## src/rtl/multicycle_ctrl.sv

```systemverilog
// Main control FSM for the multicycle MIPS datapath: fetch/decode/execute/memory/write-back.
// Optional feature: define MCTRL_ILLEGAL_TRAP_EN to trap illegal opcodes (otherwise they are NOPs).
module multicycle_ctrl #(
    parameter logic [1:0] RESET_PC_SEL = 2'b00,
    parameter logic [1:0] TRAP_VEC_SEL = 2'b11
) (
    input  logic       clk,
    input  logic       reset,
    input  logic [5:0] opcode,
    input  logic       mem_ready,
    output logic       mem_req,
    output logic       memRead,
    output logic       memWrite,
    output logic       iorD,
    output logic       irWrite,
    output logic       pcWrite,
    output logic       pcWriteCond,
    output logic [1:0] pcSource,
    output logic [2:0] aluOp,
    output logic       aluSrcA,
    output logic [1:0] aluSrcB,
    output logic       regWrite,
    output logic       regDst,
    output logic       memToReg,
    output logic [3:0] state,
    output logic       illegal_op
);

    localparam logic [3:0] S_FETCH    = 4'd0;
    localparam logic [3:0] S_DECODE   = 4'd1;
    localparam logic [3:0] S_MEM_ADDR = 4'd2;
    localparam logic [3:0] S_MEM_RD   = 4'd3;
    localparam logic [3:0] S_MEM_WB   = 4'd4;
    localparam logic [3:0] S_MEM_WR   = 4'd5;
    localparam logic [3:0] S_R_EXEC   = 4'd6;
    localparam logic [3:0] S_R_WB     = 4'd7;
    localparam logic [3:0] S_BRANCH   = 4'd8;
    localparam logic [3:0] S_JUMP     = 4'd9;
    localparam logic [3:0] S_I_EXEC   = 4'd10;
    localparam logic [3:0] S_I_WB     = 4'd11;
    localparam logic [3:0] S_TRAP     = 4'd12;

    localparam logic [5:0] OP_RTYPE = 6'b000000;
    localparam logic [5:0] OP_LW    = 6'b100011;
    localparam logic [5:0] OP_SW    = 6'b101011;
    localparam logic [5:0] OP_BEQ   = 6'b000100;
    localparam logic [5:0] OP_BNE   = 6'b000101;
    localparam logic [5:0] OP_J     = 6'b000010;
    localparam logic [5:0] OP_ADDI  = 6'b001000;
    localparam logic [5:0] OP_ANDI  = 6'b001100;
    localparam logic [5:0] OP_ORI   = 6'b001101;
    localparam logic [5:0] OP_SLTI  = 6'b001010;

    localparam logic [2:0] ALU_ADD  = 3'b000;
    localparam logic [2:0] ALU_SUB  = 3'b001;
    localparam logic [2:0] ALU_FUNC = 3'b010;
    localparam logic [2:0] ALU_AND  = 3'b011;
    localparam logic [2:0] ALU_OR   = 3'b100;
    localparam logic [2:0] ALU_SLT  = 3'b101;
    localparam logic [2:0] ALU_BNE  = 3'b111;

    logic [3:0] r_state;
    logic [3:0] w_next_state;

    // Next-state selection; opcode is held stable by the datapath after DECODE.
    always_comb begin
        w_next_state = S_FETCH;
        case (r_state)
            S_FETCH: begin
                if (mem_ready) begin
                    w_next_state = S_DECODE;
                end else begin
                    w_next_state = S_FETCH;
                end
            end
            S_DECODE: begin
                case (opcode)
                    OP_RTYPE:                             w_next_state = S_R_EXEC;
                    OP_LW, OP_SW:                         w_next_state = S_MEM_ADDR;
                    OP_BEQ, OP_BNE:                       w_next_state = S_BRANCH;
                    OP_J:                                 w_next_state = S_JUMP;
                    OP_ADDI, OP_ANDI, OP_ORI, OP_SLTI:    w_next_state = S_I_EXEC;
`ifdef MCTRL_ILLEGAL_TRAP_EN
                    default:                              w_next_state = S_TRAP;
`else
                    default:                              w_next_state = S_FETCH;
`endif
                endcase
            end
            S_MEM_ADDR: begin
                if (opcode == OP_SW) begin
                    w_next_state = S_MEM_WR;
                end else begin
                    w_next_state = S_MEM_RD;
                end
            end
            S_MEM_RD: begin
                if (mem_ready) begin
                    w_next_state = S_MEM_WB;
                end else begin
                    w_next_state = S_MEM_RD;
                end
            end
            S_MEM_WR: begin
                if (mem_ready) begin
                    w_next_state = S_FETCH;
                end else begin
                    w_next_state = S_MEM_WR;
                end
            end
            S_R_EXEC: w_next_state = S_R_WB;
            S_I_EXEC: w_next_state = S_I_WB;
            default:  w_next_state = S_FETCH;
        endcase
    end

    // State register; reset has priority even over a pending memory stall.
    always_ff @(posedge clk) begin
        if (reset) begin
            r_state <= S_FETCH;
        end else begin
            r_state <= w_next_state;
        end
    end

`ifdef MCTRL_ILLEGAL_TRAP_EN
    logic r_illegal_op;

    // Sticky flag, raised together with the entry into TRAP so it is visible there.
    always_ff @(posedge clk) begin
        if (reset) begin
            r_illegal_op <= 1'b0;
        end else if (w_next_state == S_TRAP) begin
            r_illegal_op <= 1'b1;
        end else begin
            r_illegal_op <= r_illegal_op;
        end
    end

    assign illegal_op = r_illegal_op;
`else
    assign illegal_op = 1'b0;
`endif

    assign state = r_state;

    // Moore decode of datapath controls; only irWrite/pcWrite in FETCH follow mem_ready.
    always_comb begin
        mem_req     = 1'b0;
        memRead     = 1'b0;
        memWrite    = 1'b0;
        iorD        = 1'b0;
        irWrite     = 1'b0;
        pcWrite     = 1'b0;
        pcWriteCond = 1'b0;
        pcSource    = RESET_PC_SEL;
        aluOp       = ALU_ADD;
        aluSrcA     = 1'b0;
        aluSrcB     = 2'b00;
        regWrite    = 1'b0;
        regDst      = 1'b0;
        memToReg    = 1'b0;
        if (!reset) begin
            case (r_state)
                S_FETCH: begin
                    mem_req  = 1'b1;
                    memRead  = 1'b1;
                    iorD     = 1'b0;
                    aluSrcA  = 1'b0;
                    aluSrcB  = 2'b01;
                    aluOp    = ALU_ADD;
                    pcSource = RESET_PC_SEL;
                    irWrite  = mem_ready;
                    pcWrite  = mem_ready;
                end
                S_DECODE: begin
                    aluSrcA = 1'b0;
                    aluSrcB = 2'b11;
                    aluOp   = ALU_ADD;
                end
                S_MEM_ADDR: begin
                    aluSrcA = 1'b1;
                    aluSrcB = 2'b10;
                    aluOp   = ALU_ADD;
                end
                S_MEM_RD: begin
                    mem_req = 1'b1;
                    memRead = 1'b1;
                    iorD    = 1'b1;
                end
                S_MEM_WB: begin
                    regWrite = 1'b1;
                    regDst   = 1'b0;
                    memToReg = 1'b1;
                end
                S_MEM_WR: begin
                    mem_req  = 1'b1;
                    memWrite = 1'b1;
                    iorD     = 1'b1;
                end
                S_R_EXEC: begin
                    aluSrcA = 1'b1;
                    aluSrcB = 2'b00;
                    aluOp   = ALU_FUNC;
                end
                S_R_WB: begin
                    regWrite = 1'b1;
                    regDst   = 1'b1;
                    memToReg = 1'b0;
                end
                S_BRANCH: begin
                    aluSrcA     = 1'b1;
                    aluSrcB     = 2'b00;
                    pcWriteCond = 1'b1;
                    pcSource    = 2'b01;
                    // For bne the ALU reports zero when the operands differ.
                    if (opcode == OP_BNE) begin
                        aluOp = ALU_BNE;
                    end else begin
                        aluOp = ALU_SUB;
                    end
                end
                S_JUMP: begin
                    pcWrite  = 1'b1;
                    pcSource = 2'b10;
                end
                S_I_EXEC: begin
                    aluSrcA = 1'b1;
                    aluSrcB = 2'b10;
                    case (opcode)
                        OP_ANDI: aluOp = ALU_AND;
                        OP_ORI:  aluOp = ALU_OR;
                        OP_SLTI: aluOp = ALU_SLT;
                        default: aluOp = ALU_ADD;
                    endcase
                end
                S_I_WB: begin
                    regWrite = 1'b1;
                    regDst   = 1'b0;
                    memToReg = 1'b0;
                end
                S_TRAP: begin
                    pcSource = TRAP_VEC_SEL;
`ifdef MCTRL_ILLEGAL_TRAP_EN
                    pcWrite  = 1'b1;
`else
                    pcWrite  = 1'b0;
`endif
                end
                default: begin
                    pcSource = RESET_PC_SEL;
                end
            endcase
        end else begin
            pcSource = RESET_PC_SEL;
            aluOp    = ALU_ADD;
        end
    end

endmodule
```

## config.mk

```make
export PLATFORM = sky130hd
export DESIGN_NAME = multicycle_ctrl
export DESIGN_NICKNAME = d
export VERILOG_FILES = /design/src/rtl/multicycle_ctrl.sv
export SDC_FILE = /design/constraint.sdc
export NUM_CORES = 1
export LEC_CHECK = 0
export CORE_ASPECT_RATIO = 1.1
export CORE_MARGIN = 1
export CORE_UTILIZATION = 25
export DETAILED_ROUTE_END_ITERATION = 6
export SLEW_MARGIN = 0
export SYNTH_ARGS = -nofsm -noshare
export SYNTH_HDL_FRONTEND = slang
export SYNTH_SLANG_ARGS = --single-unit
```

## constraint.sdc

```tcl
create_clock -name clk -period 1.8 [get_ports clk]
set_input_delay 0.27 -clock clk [delete_from_list [all_inputs] [get_ports clk]]
set_output_delay 0.27 -clock clk [all_outputs]
set_load 0.02 [all_outputs]
```

### Word-level counts from Yosys, hierarchy flattened

Cells that the tools add are included.
Widths: inputs -> output; s select.

| storage, ports and cells | value |
|---|---|
| bits in registers | 4 |
| bits in latches | 0 |
| RAM bits | 0 |
| memory bits (read-only) | 0 |
| bits of input ports | 9 |
| output and inout port bits | 23 |
| logic and storage cells | 69 |
| memories | 0 |

| cells by class | value |
|---|---|
| add/sub/neg operators | 0 |
| $mul | 0 |
| divide/modulo/power cells | 0 |
| $lt $le $gt $ge | 0 |
| equal/unequal tests | 21 |
| shifts and indexed selects | 0 |
| muxes and demuxes | 36 |
| bitwise logic cells | 0 |
| reductions and logical operators | 11 |

Operators by type and width:

| cell | number |
|---|---|
| $pmux 4 s7 | 1 |
| $eq 6x4->1 const B | 4 |
| $mux 1 | 22 |
| $eq 4x4->1 const B | 5 |
| $pmux 4 s5 | 1 |
| $pmux 3 s3 | 2 |
| $eq 4x3->1 const B | 4 |
| $mux 3 | 5 |
| $eq 6x3->1 const B | 2 |
| $eq 6x6->1 const B | 2 |
| $pmux 2 s3 | 2 |
| $reduce_or 2->1 | 5 |
| $eq 4x2->1 const B | 2 |
| $reduce_or 4->1 | 2 |
| $eq 6x2->1 const B | 1 |
| $logic_not 6->1 | 1 |
| $reduce_or 3->1 | 2 |
| $eq 4x1->1 const B | 1 |
| $logic_not 4->1 | 1 |
| $mux 2 | 2 |
| $pmux 1 s2 | 1 |

### Longest topological paths before layout

| logic depth | value |
|---|---|
| depth in word-level cells | 4 |
| mapped depth | 5 |
| mapped depth without buffers | 4 |

### Worst setup path before layout

No wires, ideal clock.

| timing path | value |
|---|---|
| kind | reg2out |
| start point | register r_state[3] (netlist: state[3]) |
| end point | output aluSrcA |
| arrival time | 2.046 ns |
| data required time | 1.530 ns |
| path slack | -0.516 ns |
| cell stages (with the launch flop) | 5 |
| path buffers | 2 |
| path through | dfxtp_1 -> clkbuf_1 -> buf_2 -> nor2_1 -> a2111oi_0 |

| between the ends | value |
|---|---|
| cells in the longest elaborated chain, start to end | 4 |
| elaborated cells between the ends (all ways) | 7 |
| classes of those cells | eq/ne (4); mux (2); reduce/logical (1) |

Ends and longest elaborated chain:

| element | RTL line | text |
|---|---|---|
| from (decl) | 62 | `logic [3:0] r_state;` |
| from (signal assigned) | 122 | `r_state <= w_next_state;` |
| $eq 4x4->1 (tied with other cells) | 164 | `case (r_state)` |
| $reduce_or 4->1 (no line) (*) | - |  |
| $mux 1 (*) | 164 |  |
| $mux 1 (*) | 163 | `if (!reset) begin` |
| to (decl) | 20 | `output logic aluSrcA,` |

Every way passes the cells marked *; elsewhere a longest branch is shown, timed or not.

### Worst setup path in the final report

| timing path | value |
|---|---|
| start point | register r_state[1] (netlist: state[1]) |
| end point | output aluOp[2] |

| between the ends | value |
|---|---|
| cells in the longest elaborated chain, start to end | 3 |
| elaborated cells between the ends (all ways) | 5 |
| classes of those cells | eq/ne (3); mux (2) |

Ends and longest elaborated chain:

| element | RTL line | text |
|---|---|---|
| $eq 4x4->1 or $eq 4x3->1 (tied branches) | 164 |  |
| $pmux 3 s3 (*) | 164 |  |
| $mux 3 (*) | 163 |  |
| to (decl) | 19 | `output logic [2:0] aluOp,` |

Marked as above.

==> run metrics <==
Reg power frac 0.217; worst path arrival time 1720 ps; Critical Path RT 1530 ps; skew final 3.10 ps; Pwr Density 271 nW/um2; Die H 58.7 um; sw frac 0.353; htree depth 1; area of the core 2780 um2; Simple-Gate Fraction of Synth Area 0.478; status finished, violations left; Max Cap Viol 0; layout cells sized above 1 0.575; Clock power frac 0.266; CTS tree done; antenna cells 0; DRC violations left 0; DR WL/cell 15.3 um; Antenna Nets Post-Route 0; Rows 20; CTS Sinks 4; CTS Buffer Depth 2; worst setup path startpoint state[1]; internal power 0.000276 W; pin count of the biggest net entering global routing 21; GRT Overall Usage 0.196; final setup fails 9; Setup Crit Path Kind reg2out; CTS clk-pin slew, worst paths 40 ps; Nets 185; FF-to-FF path depth 6; Mapped Cells 105; placed wire-length estimate 1.90 mm; final core utilization 0.567; dominant synthesized flop cell dfxtp_1; f_max 502 MHz; Design Power 0.000426 W; total grt overflow 0; Net Count, Synth 114; adder-cell area share of the yosys netlist 0; Pre-antenna DRT Iters 4; most frequent cells in the layout buf_4, nor2_1, buf_6; RSZ-0062 raised after global routing yes; worst hold path type in2reg; flops & latches, synth 4; synth warn 0; RePlAce Congestion 0.841; largest family of logic cells by synthesized area simple AND/OR/NAND/NOR gates; crit-path max FO 3; Initial Util 0.263; Synth cell types 43; Worst Setup Start Kind flip-flop; fin crit share 1.11; DIE AREA 3140 um2; most common cell after layout, fill and taps aside buf_4; asr flop ratio synth 0; via count 1082; FF-to-FF setup slack 160 ps; failing checks negative setup slack; antenna violations before repair 0; first-pass GRT wire length 4.58 mm; worst r2r src state[2]; Die X 53.5 um; maximum VDD drop 0.393 mV; worst setup path endpoint aluOp[2]; synthesized area 731 um2; xor and xnor area share after synthesis 0.0360; final wirelength 3.16 mm; Syn Area/Cell 6.96 um2; Tmin final 1990 ps; synth-to-layout area growth 115%; Finished Layout Cells 207; Pins Over Slew Limit 0; Leak 0.680 nW; placed cells 186; CTS root buffer clkbuf_4; # IOs 32; crit path capture type output pin; Gate power share 0.516; I/O Buffers 30; Compound-Gate Fraction of Synth Area 0.277; Via density 5.23; Net Switching 0.000150 W; Post-synth EDFFs 0; FF-to-FF End state[2]; insertion delay to the later sink of the worst-skew pair 240 ps; vias in the first global route 1041; CTS buffer count 3; max reg flops 4; mux cell area share after synthesis 0; Worst Slack Setup Final -194 ps; Fin. Hold Viols 0; Seq/Total Area, Yosys 0.110; 1st-iter DRT viols 21
## what timing repair did
item,in CTS,in global routing
endpoints found under the hold margin,0,0
endpoints found under the setup margin,18,16
hold buffers,0,0
pin swaps,10,8
setup buffers,11,5
cloned,1,1
gates resized for setup,101,39
## power groups by stage
stage               clock network [W]   logic, W  registers (W)
floorplan                           0  0.0000927      0.0000985
global placement                    0   0.000189      0.0000957
detailed placement                  0   0.000191      0.0000958
CTS                          0.000121   0.000202      0.0000936
global route                 0.000124   0.000235      0.0000927
finish                       0.000114   0.000220      0.0000926
## worst min path at each step
stage	from	endpoint	slack, ps	cells after the start
after floorplan	opcode[4]	state[1]	460	2
after global placement	state[2]	state[3]	710	4
after detailed placement	state[2]	state[3]	710	4
after CTS	opcode[4]	state[1]	560	5
after global routing	opcode[4]	state[1]	600	5
final	opcode[0]	state[2]	560	5
## Yosys cell counts (2+ instances only)
master,count,share of area
or2_1,2,0.017
and3_1,3,0.026
dfxtp_1,4,0.11
a21o_1,2,0.021
o21ai_1,2,0.014
and2b_1,2,0.021
a2111oi_0,2,0.024
buf_2,4,0.027
a2111o_1,2,0.031
nand4_1,3,0.026
nand2b_1,5,0.043
nor4b_1,2,0.024
xnor2_1,2,0.024
or3_1,3,0.026
nor3_1,5,0.034
nor2b_1,5,0.043
nand2_1,2,0.010
nor2_1,12,0.062
o21ai_0,4,0.027
buf_4,2,0.021
a31oi_1,2,0.017
buf_6,2,0.031
a21oi_1,9,0.062
and2_1,2,0.017
o21bai_1,2,0.021
nor4_1,3,0.026
## metrics by stage
| stage | hold slack, ps | setup TNS, ps | instance area (um2) | setup slack, ps |
|---|---|---|---|---|
| 6_report | 562 | -658 | 1570 | -194 |
| 5_1_grt | 597 | -1140 | 1570 | -267 |
| 4_1_cts | 557 | -238 | 1480 | -164 |
| 3_5_place_dp | 708 | -7400 | 1300 | -929 |
| 3_3_place_gp | 713 | -7030 | 1300 | -893 |
| 2_1_floorplan | 464 | -49.2 | 803 | -28.4 |
## per-layer routing
metal	part of all wire	GRT usage	vias up
li1	-	-	528
met1	0.45	0.262	513
met2	0.49	0.300	35
met3	0.039	0.0388	6
met4	0.016	0.0827	0
met5	0	0	-
## cell type report
| type | count | area, um2 |
|---|---|---|
| fillers | 267 | 1200 |
| multi-input cells | 91 | 737 |
| repair buffers | 76 | 683 |
| flip-flops and latches | 4 | 90.1 |
| well taps | 33 | 41.3 |
| clock buffers | 3 | 22.5 |
## cell families after synthesis
| family | count (synthesis) |
|---|---|
| AO/OA/AOI/OAI | 30 |
| XOR/XNOR | 3 |
| buffers and inverters | 10 |
| flip-flops | 4 |
| other | 1 |
| AND/OR/NAND/NOR | 57 |
## critical path, cell delays in order (launching register included)
cell       delay [ps]
dfxtp_2           340
buf_6             120
xor2_1            160
or3_4             380
a2111oi_4         290
buf_4             190
Power figures use the tool's default switching activity.
